===== src/rtl/axi4_apb_bridge.sv =====
// axi4_apb_bridge: AXI4 slave to APB master bridge.
// One AXI burst is in flight at a time. Each beat becomes one APB SETUP/ACCESS pair.
// Read and write address channels are arbitrated round-robin while the bridge is IDLE.
module axi4_apb_bridge #(
  parameter int ADDR_W = 32,
  parameter int DATA_W = 32,
  parameter int ID_W   = 4,
  localparam int STRB_W = DATA_W / 8
) (
  input  logic              clock,
  input  logic              reset,
  // AXI read address
  output logic              in_arready,
  input  logic              in_arvalid,
  input  logic [ID_W-1:0]   in_arid,
  input  logic [ADDR_W-1:0] in_araddr,
  input  logic [7:0]        in_arlen,
  input  logic [2:0]        in_arsize,
  input  logic [1:0]        in_arburst,
  // AXI read data
  input  logic              in_rready,
  output logic              in_rvalid,
  output logic [ID_W-1:0]   in_rid,
  output logic [DATA_W-1:0] in_rdata,
  output logic [1:0]        in_rresp,
  output logic              in_rlast,
  // AXI write address
  output logic              in_awready,
  input  logic              in_awvalid,
  input  logic [ID_W-1:0]   in_awid,
  input  logic [ADDR_W-1:0] in_awaddr,
  input  logic [7:0]        in_awlen,
  input  logic [2:0]        in_awsize,
  input  logic [1:0]        in_awburst,
  // AXI write data
  output logic              in_wready,
  input  logic              in_wvalid,
  input  logic [DATA_W-1:0] in_wdata,
  input  logic [STRB_W-1:0] in_wstrb,
  input  logic              in_wlast,
  // AXI write response
  input  logic              in_bready,
  output logic              in_bvalid,
  output logic [ID_W-1:0]   in_bid,
  output logic [1:0]        in_bresp,
  // APB master
  output logic              out_psel,
  output logic              out_penable,
  output logic              out_pwrite,
  output logic [ADDR_W-1:0] out_paddr,
  output logic [DATA_W-1:0] out_pwdata,
  output logic [STRB_W-1:0] out_pstrb,
  input  logic              out_pready,
  input  logic [DATA_W-1:0] out_prdata,
  input  logic              out_pslverr
);

  localparam logic [2:0] IDLE     = 3'd0;
  localparam logic [2:0] R_SETUP  = 3'd1;
  localparam logic [2:0] R_ACCESS = 3'd2;
  localparam logic [2:0] R_RESP   = 3'd3;
  localparam logic [2:0] W_DATA   = 3'd4;
  localparam logic [2:0] W_SETUP  = 3'd5;
  localparam logic [2:0] W_ACCESS = 3'd6;
  localparam logic [2:0] B_RESP   = 3'd7;

  // last_grant encoding: the reset value (write) lets a read win the first tie.
  localparam logic LG_WRITE = 1'b0;
  localparam logic LG_READ  = 1'b1;

  logic [2:0]        state_q, state_d;
  logic [ADDR_W-1:0] addr_q, addr_d;
  logic [ID_W-1:0]   id_q, id_d;
  logic [7:0]        len_q, len_d;
  logic [2:0]        size_q, size_d;
  logic [1:0]        burst_q, burst_d;
  logic [7:0]        beat_q, beat_d;
  logic              err_q, err_d;
  logic              last_grant_q, last_grant_d;
  logic [DATA_W-1:0] rdata_q, rdata_d;
  logic [1:0]        rresp_q, rresp_d;
  logic [DATA_W-1:0] wdata_q, wdata_d;
  logic [STRB_W-1:0] wstrb_q, wstrb_d;

  logic              grant_r, grant_w;
  logic              is_last;
  logic [ADDR_W-1:0] addr_adv;

  // Burst termination is driven purely by the beat counter, so wlast carries no information.
  logic unused_wlast;
  assign unused_wlast = in_wlast;

  // Address of the next beat for FIXED / INCR / WRAP; the reserved encoding behaves as INCR.
  function automatic logic [ADDR_W-1:0] next_addr(
    input logic [ADDR_W-1:0] a,
    input logic [7:0]        len,
    input logic [2:0]        size,
    input logic [1:0]        burst
  );
    logic [ADDR_W-1:0] bytes;
    logic [ADDR_W-1:0] boundary;
    logic [ADDR_W-1:0] mask;
    logic [ADDR_W-1:0] inc;
    bytes    = ADDR_W'(1) << size;
    boundary = (ADDR_W'(len) + ADDR_W'(1)) * bytes;
    mask     = boundary - ADDR_W'(1);
    inc      = a + bytes;
    case (burst)
      2'b00:   next_addr = a;
      2'b10:   next_addr = (a & ~mask) | (inc & mask);
      default: next_addr = inc;
    endcase
  endfunction

  // On a tie the channel that did not win last time is granted.
  assign grant_r  = in_arvalid & (~in_awvalid | (last_grant_q == LG_WRITE));
  assign grant_w  = in_awvalid & ~grant_r;
  assign is_last  = (beat_q == len_q);
  assign addr_adv = next_addr(addr_q, len_q, size_q, burst_q);

  // AXI side outputs; readies are forced low while reset is asserted.
  assign in_arready = (state_q == IDLE) & grant_r & ~reset;
  assign in_awready = (state_q == IDLE) & grant_w & ~reset;
  assign in_wready  = (state_q == W_DATA) & ~reset;
  assign in_rvalid  = (state_q == R_RESP);
  assign in_rid     = id_q;
  assign in_rdata   = rdata_q;
  assign in_rresp   = rresp_q;
  assign in_rlast   = is_last;
  assign in_bvalid  = (state_q == B_RESP);
  assign in_bid     = id_q;
  assign in_bresp   = err_q ? 2'b10 : 2'b00;

  // APB side outputs are decoded from state, so an async reset drops psel/penable at once.
  assign out_psel    = (state_q == R_SETUP) | (state_q == R_ACCESS) |
                       (state_q == W_SETUP) | (state_q == W_ACCESS);
  assign out_penable = (state_q == R_ACCESS) | (state_q == W_ACCESS);
  assign out_pwrite  = (state_q == W_SETUP) | (state_q == W_ACCESS);
  assign out_paddr   = addr_q;
  assign out_pwdata  = wdata_q;
  assign out_pstrb   = out_pwrite ? wstrb_q : '0;

  // Next-state and datapath update for the beat-by-beat transfer sequencer.
  always_comb begin
    state_d      = state_q;
    addr_d       = addr_q;
    id_d         = id_q;
    len_d        = len_q;
    size_d       = size_q;
    burst_d      = burst_q;
    beat_d       = beat_q;
    err_d        = err_q;
    last_grant_d = last_grant_q;
    rdata_d      = rdata_q;
    rresp_d      = rresp_q;
    wdata_d      = wdata_q;
    wstrb_d      = wstrb_q;
    case (state_q)
      IDLE: begin
        if (grant_r) begin
          id_d         = in_arid;
          addr_d       = in_araddr;
          len_d        = in_arlen;
          size_d       = in_arsize;
          burst_d      = in_arburst;
          beat_d       = 8'd0;
          err_d        = 1'b0;
          last_grant_d = LG_READ;
          state_d      = R_SETUP;
        end else if (grant_w) begin
          id_d         = in_awid;
          addr_d       = in_awaddr;
          len_d        = in_awlen;
          size_d       = in_awsize;
          burst_d      = in_awburst;
          beat_d       = 8'd0;
          err_d        = 1'b0;
          last_grant_d = LG_WRITE;
          state_d      = W_DATA;
        end
      end
      R_SETUP: state_d = R_ACCESS;
      R_ACCESS: begin
        if (out_pready) begin
          rdata_d = out_prdata;
          rresp_d = out_pslverr ? 2'b10 : 2'b00;
          state_d = R_RESP;
        end
      end
      R_RESP: begin
        if (in_rready) begin
          if (is_last) begin
            state_d = IDLE;
          end else begin
            addr_d  = addr_adv;
            beat_d  = beat_q + 8'd1;
            state_d = R_SETUP;
          end
        end
      end
      W_DATA: begin
        if (in_wvalid) begin
          wdata_d = in_wdata;
          wstrb_d = in_wstrb;
          state_d = W_SETUP;
        end
      end
      W_SETUP: state_d = W_ACCESS;
      W_ACCESS: begin
        if (out_pready) begin
          err_d = err_q | out_pslverr;
          if (is_last) begin
            state_d = B_RESP;
          end else begin
            addr_d  = addr_adv;
            beat_d  = beat_q + 8'd1;
            state_d = W_DATA;
          end
        end
      end
      B_RESP: begin
        if (in_bready) state_d = IDLE;
      end
      default: state_d = IDLE;
    endcase
  end

  // State and datapath registers; async reset abandons any transfer and its pending response.
  always_ff @(posedge clock or posedge reset) begin
    if (reset) begin
      state_q      <= IDLE;
      addr_q       <= '0;
      id_q         <= '0;
      len_q        <= '0;
      size_q       <= '0;
      burst_q      <= '0;
      beat_q       <= '0;
      err_q        <= 1'b0;
      last_grant_q <= LG_WRITE;
      rdata_q      <= '0;
      rresp_q      <= '0;
      wdata_q      <= '0;
      wstrb_q      <= '0;
    end else begin
      state_q      <= state_d;
      addr_q       <= addr_d;
      id_q         <= id_d;
      len_q        <= len_d;
      size_q       <= size_d;
      burst_q      <= burst_d;
      beat_q       <= beat_d;
      err_q        <= err_d;
      last_grant_q <= last_grant_d;
      rdata_q      <= rdata_d;
      rresp_q      <= rresp_d;
      wdata_q      <= wdata_d;
      wstrb_q      <= wstrb_d;
    end
  end

endmodule

===== config.mk =====
export PLATFORM = sky130hd
export DESIGN_NAME = axi4_apb_bridge
export DESIGN_NICKNAME = d
export VERILOG_FILES = /design/src/rtl/axi4_apb_bridge.sv
export SDC_FILE = /design/constraint.sdc
export NUM_CORES = 1
export LEC_CHECK = 0
export BUFFER_PORTS_ARGS = -buffer_cell sky130_fd_sc_hd__buf_2
export CELL_PAD_IN_SITES_DETAIL_PLACEMENT = 2
export CELL_PAD_IN_SITES_GLOBAL_PLACEMENT = 2
export CORE_MARGIN = 2
export CORE_UTILIZATION = 28
export DETAILED_ROUTE_END_ITERATION = 10
export MAX_ROUTING_LAYER = met4
export PLACE_DENSITY_LB_ADDON = 0.2
export SKIP_CTS_REPAIR_TIMING = 1
export SKIP_LAST_GASP = 1
export SLEW_MARGIN = 20
export SYNTH_ARGS = -nofsm -noshare
export SYNTH_HDL_FRONTEND = slang
export SYNTH_SLANG_ARGS = --single-unit

===== constraint.sdc =====
create_clock -name clock -period 6.1 [get_ports clock]
set_input_delay 0.61 -clock clock [delete_from_list [all_inputs] [get_ports clock]]
set_output_delay 0.61 -clock clock [all_outputs]
set_load 0.02 [all_outputs]

== After elaboration in Yosys (flattened, before gate mapping) ==
Cells that the tools add are included.
W data, S select, Z words.

* Register bits: 132
* Input port bits: 176
* Word-level logic and storage cells: 106

* Add/sub/neg operators: 4
* Multiply operators: 1
* Equality and inequality tests: 15
* Shifts and indexed selects: 1
* Muxes and demuxes: 39
* Bitwise operators: 22
* Reduce and logical (&&, ||, !) cells: 11

{| class="wikitable"
|+ Operator list
! operator !! number
|-
| $mux W32 || 5
|-
| $pmux W32 S3 || 1
|-
| $and A32 B32 Y32 || 2
|-
| $pmux W32 S2 || 1
|-
| $mux W8 || 7
|-
| $add A32 B32 Y32 || 1
|-
| $mul A9 B32 Y32 || 1
|-
| $not A32 Y32 || 1
|-
| $or A32 B32 Y32 || 1
|-
| $shl A1 B3 Y32 const A || 1
|-
| $sub A32 B1 Y32 const B || 1
|-
| $mux W3 || 9
|-
| $pmux W3 S8 || 1
|-
| $pmux W8 S3 || 1
|-
| $eq A3 B3 Y1 const B || 4
|-
| $mux W4 || 3
|-
| $mux W2 || 5
|-
| $ne A2 B2 Y1 const B || 5
|-
| $add A8 B1 Y9 const B || 1
|-
| $add A8 B1 Y8 const B || 1
|-
| $eq A8 B8 Y1 || 1
|-
| $and A1 B1 Y1 || 7
|-
| $or A1 B1 Y1 || 7
|-
| $eq A3 B2 Y1 const B || 2
|-
| 14 further kinds || 24
|}

== Logic depth before layout (Yosys ltp) ==
Gate-level depths: netlist (run 1).

* Depth in word-level cells: 10
* Mapped depth: 25

== Least setup slack after synthesis (run 1) ==
No wires, ideal clock.

* Kind: register to register
* From: reg size_q[1]
* To: reg (tool-made name)
* Data arrival time: 6.364 ns
* Path slack: -0.395 ns
* Cell stages (with the launch flop): 22
* Buffers on the path: 1
* Clock period less this slack: 6.495 ns
* Cells stage by stage: dfrtp_1 -> clkbuf_1 -> nor3b_1 -> nand2_1 -> fa_1 -> inv_1 -> fa_1 -> fa_1 -> fa_1 -> inv_1 -> fa_1 -> inv_1 -> ha_1 -> a211oi_2 -> o21bai_1 -> a21o_1 -> a221o_2 -> a31o_4 -> o21bai_4 -> o2111ai_2 -> o311a_1 -> or3_1

{| class="wikitable"
|+ RTL lines
! item !! RTL line !! text
|-
| start: declaration || 75 || <nowiki>logic [2:0] size_q, size_d;</nowiki>
|-
| start signal: assignment || 249 || <nowiki>size_q <= size_d;</nowiki>
|}

==> results of run 1 <==
[how the worst max path moves through the flow]
| stage | slack, ns | depth (start not counted) | from | to |
|---|---|---|---|---|
| final | -0.08 | 22 | len_q[0] | register |
| after global routing | -0.22 | 22 | len_q[1] | register |
| after CTS | -0.22 | 26 | len_q[2] | register |
| after detailed placement | -0.21 | 22 | len_q[2] | register |
| after global placement | -0.08 | 20 | len_q[0] | register |
| after floorplan | 0.01 | 22 | len_q[3] | register |
[layout make-up]
type	count	area share (%)
sequential	131	23.83
timing repair buffer	392	16.11
multi-input combinational	860	48.85
inverter	101	2.822
clock buffer	19	3.285
antenna	6	0.1089
clock inverter	11	0.7531
tap	468	4.246
[per-layer routing]
layer | up-vias | track usage (%) | share of wire (%)
li1 | 4652 | - | -
met1 | 4976 | 25.75 | 42
met2 | 216 | 38.21 | 51
met3 | 25 | 5.793 | 5.6
met4 | 0 | 4.517 | 1.1
met5 | - | - | 0
[cells by family (layout without fill, tap and decap cells)]
logic type	count (synthesis)	count (layout)	synth area share [%]
simple gates	381	381	16.70
fa+ha+maj	120	120	18.02
compound gates	236	236	15.36
buf+inv	156	523	5.959
other cells	1	8	0.03645
xor+xnor	45	45	3.831
mux	76	76	8.233
flops	131	131	31.86
[layout by cell type, fill, tap and decap left out, drive strengths merged, types with 7 or more instances in the layout]
cell type / count
buf: 392
nand2: 170
dfrtp: 131
inv: 104
nor2: 88
ha: 73
mux2: 69
a21oi: 69
fa: 47
o21ai: 43
a31oi: 28
nand3: 28
xor2: 23
xnor2: 22
and3: 19
clkbuf: 19
and2: 14
nand2b: 13
a21o: 12
a211oi: 12
nand4: 9
nor4: 7
mux2i: 7
nor3: 7
[metrics by stage]
step	setup slack [ns]	util (%)	cell area [µm²]	hold slack, ns	std cells
global route	-0.2202	37.85	13790	0.3010	1988
global placement	-0.07689	35.34	12880	0.4677	1946
detailed placement	-0.2083	35.34	12880	0.4836	1946
finish	-0.08069	37.85	13790	0.2728	1988
floorplan	0.01018	-	10370	0.4501	1147
CTS	-0.2200	36.87	13430	0.2833	1976
==> PnR_summary.wiki, run 1 <==
{| class="wikitable"
! Metric !! Value
|-
| Status || finished with violations
|-
| Violated checks || negative setup slack
|-
| Instance count of the mapped netlist || 1146
|-
| Setup repair after global routing missed its margin || true
|-
| Buffering stage count on the worst path with inverters included || 4
|-
| Bufs on Longest Clock Path || 2
|-
| Number of top-level pins || approximately 300
|-
| Clock sink count || 131
|-
| Number of synthesized flops with an enable pin || 0
|-
| CP Cell Sequence || ha_4, xor2_2, buf_4, nand2_2, fa_1, inv_2, fa_1, fa_1, fa_1, inv_1, fa_1, inv_2, ha_4, a211oi_2, o21bai_1, a21o_1, a221o_2, a31o_4, o21bai_4, o2111ai_2, o311a_1, or3_1
|-
| Part of the Yosys area used for sequential elements || between 30% and 40%
|-
| Most Frequent Cell on Critical Path || sky130_fd_sc_hd__fa_1
|-
| Layout area overhead || 34.03%
|-
| Total die area || 0.03829 mm²
|-
| Primary FF master, synth || sky130_fd_sc_hd__dfrtp_1
|-
| Clock tree from TritonCTS || done
|-
| H-tree level count || 4
|-
| Worst rel slew slack || 33.71%
|-
| Number of global-route vias before repair || 11152
|-
| Max Slew Vio Count || 0
|-
| Number of distinct library cells after synthesis || 79
|-
| Final clock period utilization by the worst path || 101.3%
|-
| Multi-input logic area || 0.006736 mm²
|-
| Synthesized flop and latch total || 131
|-
| Most numerous cell in the Yosys netlist || sky130_fd_sc_hd__nand2_1
|-
| Share of synthesized registers carrying an async set or reset || 100.0%
|-
| Clock-pin slew on the worst setup and hold paths || 0.06 ns
|-
| Final hold vios || 0
|-
| Floorplan die height || 195.7 µm
|-
| CP delay by family, top || adder cells
|-
| Setup TNS Final || -0.1135 ns
|-
| Area used by sequential logic in the layout || 0.003286 mm²
|-
| Drt via density || 4.964
|-
| Slowest cell on the critical path || sky130_fd_sc_hd__fa_1
|-
| Clock period minus final worst setup slack || 6.181 ns
|-
| Number of setup violations in the final report || 3
|-
| Routed wire length || 41400 µm
|-
| Biggest cell delay along the critical path || 0.55 ns
|-
| Max-capacitance violation count || 0
|-
| Startpoint class of the critical path || register
|-
| Area of the mapped netlist || 0.01029 mm²
|-
| Filler cells || ~4200
|-
| Worst reg-to-reg setup slack || -0.08 ns
|-
| Worst-margin pin slew || between 0.9 and 1 ns
|-
| Average instance area after synthesis || around 9 µm²
|-
| Worst clock skew on the final layout || ~0.014 ns
|-
| Floorplan row count || 70
|-
| Detailed Routing Iterations Pass 1 || 4
|-
| Maximum number of pins on one net before global-route repair || 77
|-
| Vias || 9869
|-
| Count of input and output buffers || roughly 300
|-
| Clk Tree Root Cell || sky130_fd_sc_hd__clkbuf_16
|-
| Top-area cell type share of the netlist area || 31.86%
|-
| Critical path endpoint category || register
|-
| Timing-limited maximum frequency || 0.1618 GHz
|-
| First-pass GRT wire length || 62890 µm
|-
| Layout cell share with drive strength beyond 1 || a little under two fifths
|-
| Core region area || around 0.036 mm²
|-
| Crit path required time || approximately 6.4 ns
|-
| Clock latency on the worst-skew pair || roughly 0.44 ns
|-
| Wirelength per Cell || around 21 µm
|-
| Critical path arrival || 6.49 ns
|-
| R2r startpoint || len_q[0]
|-
| Post-layout nets || 1799
|-
| Detail Placement HPWL || 32370 µm
|-
| Inserted Clock Buffers || 17
|-
| Setup Crit Path Kind || reg2reg
|-
| PnR worst setup slack || -0.08069 ns
|-
| Routed Antenna Nets || 0
|-
| Antenna violations before repair || 6
|-
| Starting utilization of the core area || 28.24%
|-
| Maximum fanout count along the critical path || 4
|-
| Number of warnings printed during yosys synthesis || 0
|-
| Total Routing Usage GR || 22.02%
|-
| Count of cells along the worst register-to-register path || 22
|-
| Count of routing violations after the opening detailed-route iteration || between 300 and 400
|-
| Sum of overflow across all layers after global routing || 0
|-
| Horizontal extent of the die || 195.7 µm
|-
| Post-synth top cells || 170 x sky130_fd_sc_hd__nand2_1, 131 x sky130_fd_sc_hd__dfrtp_1, 101 x sky130_fd_sc_hd__inv_1
|-
| Synth area leader || sky130_fd_sc_hd__dfrtp_1
|-
| Number of remaining DRC errors || 0
|-
| Largest cells by area after synthesis || sky130_fd_sc_hd__dfrtp_1 32%, sky130_fd_sc_hd__fa_1 9.1%, sky130_fd_sc_hd__ha_1 8.9%
|-
| Min-Delay Path Class || in2async
|-
| Final weighted congestion in routability-driven placement || about 0.8
|}
Power of run 1 is not shown: default switching activity piles up to over one toggle a cycle in this logic, so the estimate is an artifact.
==> run 2, diff against run 1 <==
--- a/config.mk
+++ b/config.mk
@@ -8,13 +8,11 @@
 export BUFFER_PORTS_ARGS = -buffer_cell sky130_fd_sc_hd__buf_2
 export CELL_PAD_IN_SITES_DETAIL_PLACEMENT = 2
 export CELL_PAD_IN_SITES_GLOBAL_PLACEMENT = 2
-export CORE_MARGIN = 2
 export CORE_UTILIZATION = 28
 export DETAILED_ROUTE_END_ITERATION = 10
 export MAX_ROUTING_LAYER = met4
 export PLACE_DENSITY_LB_ADDON = 0.2
 export SKIP_CTS_REPAIR_TIMING = 1
-export SKIP_LAST_GASP = 1
 export SLEW_MARGIN = 20
 export SYNTH_ARGS = -nofsm -noshare
 export SYNTH_HDL_FRONTEND = slang
==> PnR_summary.wiki, run 2 (synthesis results as in run 1) <==
{| class="wikitable"
! Metric !! Value
|-
| Status || finished with violations
|-
| Violated checks || negative setup slack
|-
| Most frequent standard cell in the layout excluding fill and tap cells || sky130_fd_sc_hd__buf_2
|-
| PnR worst setup slack || -0.05911 ns
|-
| Max Slew Vio Count || 0
|-
| Layout area overhead || 35.40%
|-
| Antenna violations before repair || 6
|-
| Count of input and output buffers || 293
|-
| Floorplan row count || ~70
|-
| Routed wire length || roughly 43000 µm
|-
| Count of routing violations after the opening detailed-route iteration || 334
|-
| Design area || about 0.014 mm²
|-
| Maximum number of pins on one net before global-route repair || 74
|-
| Number of top-level pins || 297
|-
| H-tree level count || 4
|-
| Maximum fanout count along the critical path || 4
|-
| Buffering stage count on the worst path with inverters included || 5
|-
| Clock latency on the worst-skew pair || 0.45 ns
|-
| Commonest cells after routing, fill and taps aside || 293 x sky130_fd_sc_hd__buf_2, 164 x sky130_fd_sc_hd__nand2_1, 128 x sky130_fd_sc_hd__dfrtp_1, 99 x sky130_fd_sc_hd__buf_4, 92 x sky130_fd_sc_hd__inv_1
|-
| Critical path arrival || 6.48 ns
|-
| Bufs on Longest Clock Path || 2
|-
| Clock tree from TritonCTS || done
|-
| Post-layout nets || roughly 1800
|-
| Crit path required time || 6.42 ns
|-
| Wirelength per Cell || 21.62 µm
|-
| Slowest cell on the critical path || sky130_fd_sc_hd__fa_1
|-
| Clock period minus final worst setup slack || slightly above 6 ns
|-
| Worst clock skew on the final layout || 0.01446 ns
|-
| Final weighted congestion in routability-driven placement || 0.8337
|-
| Horizontal extent of the die || between 150 and 200 µm
|-
| Placed standard-cell area || 0.01285 mm²
|-
| Detailed Routing Iterations Pass 1 || 4
|-
| Most Frequent Cell on Critical Path || sky130_fd_sc_hd__fa_1
|-
| Routed Antenna Nets || 0
|-
| CP delay by family, top || adder cells
|-
| Clock-pin slew on the worst setup and hold paths || 0.06 ns
|-
| Setup repair after global routing missed its margin || true
|-
| Clk Tree Root Cell || sky130_fd_sc_hd__clkbuf_16
|-
| Number of setup violations in the final report || 2
|-
| CP Cell Sequence || buf_6, nand3_4, xnor2_4, buf_4, nand2_1, fa_1, inv_1, fa_1, fa_1, fa_1, inv_1, fa_1, inv_2, ha_4, a211oi_2, o21bai_2, a21o_1, a221o_2, a31o_4, o21bai_4, o2111ai_2, o311a_1, or3_1
|-
| Final hold vios || 0
|-
| Number of global-route vias before repair || 11410
|-
| Floorplan die height || 193.7 µm
|-
| Biggest cell delay along the critical path || 0.53 ns
|-
| Core region area || 0.03583 mm²
|-
| Critical path endpoint category || register
|-
| Min-Delay Path Class || in2async
|-
| Total die area || 0.03752 mm²
|-
| Utilization after layout || around 39%
|-
| Starting utilization of the core area || 28.72%
|-
| Startpoint class of the critical path || register
|-
| Total Routing Usage GR || 23.32%
|-
| Drt via density || 5.057
|-
| Clock sink count || 131
|-
| Number of remaining DRC errors || 0
|-
| Filler cells || approximately 4000
|-
| Worst rel slew slack || 35.11%
|-
| Sum of overflow across all layers after global routing || 0
|-
| Inserted Clock Buffers || 17
|-
| Timing-limited maximum frequency || 0.1624 GHz
|-
| Worst-margin pin slew || between 0.9 and 1 ns
|-
| Setup Crit Path Kind || reg2reg
|-
| Max-capacitance violation count || 0
|-
| Detail Placement HPWL || 32840 µm
|-
| Vias || between 10000 and 15000
|-
| Layout cell share with drive strength beyond 1 || 38.12%
|-
| First-pass GRT wire length || 65380 µm
|-
| Final clock period utilization by the worst path || 101.0%
|}
-- run 2: worst paths after layout --
check                           cells after the start       endpoint  slack (ns)         start
worst max-delay path                               23       register       -0.06      len_q[1]
worst min-delay path                                2      async pin        0.27         reset
worst max register to register                     23       register       -0.06      len_q[1]
worst min register to register                      1   last_grant_q        0.50  last_grant_q
max in group asynchronous                           3      size_q[1]        4.38         reset
min in group clock                                  2  out_pwdata[1]        0.39   in_wdata[1]
-- run 2: final cells by class --
cell class	count	area (µm²)	share of cell area, %
multi-input cells	860	6824	48.98
flip-flops and latches	131	3282	23.56
repair buffers	395	2243	16.10
well taps	461	576.8	4.140
clock buffers	22	484.2	3.476
inverters	101	389.1	2.793
clock inverters	10	121.4	0.8712
diodes	4	10.01	0.07185
-- run 2: worst reg2reg max path, delay by kind of cell, from the launching register on --
kind	cells	cell delay (ns)
compound gates	8	1.79
xor+xnor	1	0.22
buf+inv	5	0.45
fa+ha+maj	6	2.68
flops	1	0.42
simple gates	3	0.48
-- run 2: through the flow --
stage / std cells / hold slack (ns) / setup TNS [ns] / setup WS [ns]
after CTS: 1970 / 0.2888 / -2.637 / -0.3058
after global routing: 1984 / 0.3167 / -2.348 / -0.3019
final: 1984 / 0.2713 / -0.06281 / -0.05911
after floorplan: 1147 / 0.4501 / 0 / 0.01018
after global placement: 1938 / 0.4703 / -0.2398 / -0.09505
after detailed placement: 1938 / 0.4844 / -1.711 / -0.2482
-- run 2: layer usage --
metal / track usage (%) / up-vias / part of all wire (%) / routed length (µm)
met4: 6.459 / 0 / 1.6 / 701
met5: - / - / 0 / 0
met1: 26.45 / 5097 / 42 / 17960
li1: - / 4660 / - / -
met3: 5.236 / 42 / 4.9 / 2110
met2: 41.03 / 234 / 52 / 22120
Power of run 2 is left out for the same reason.
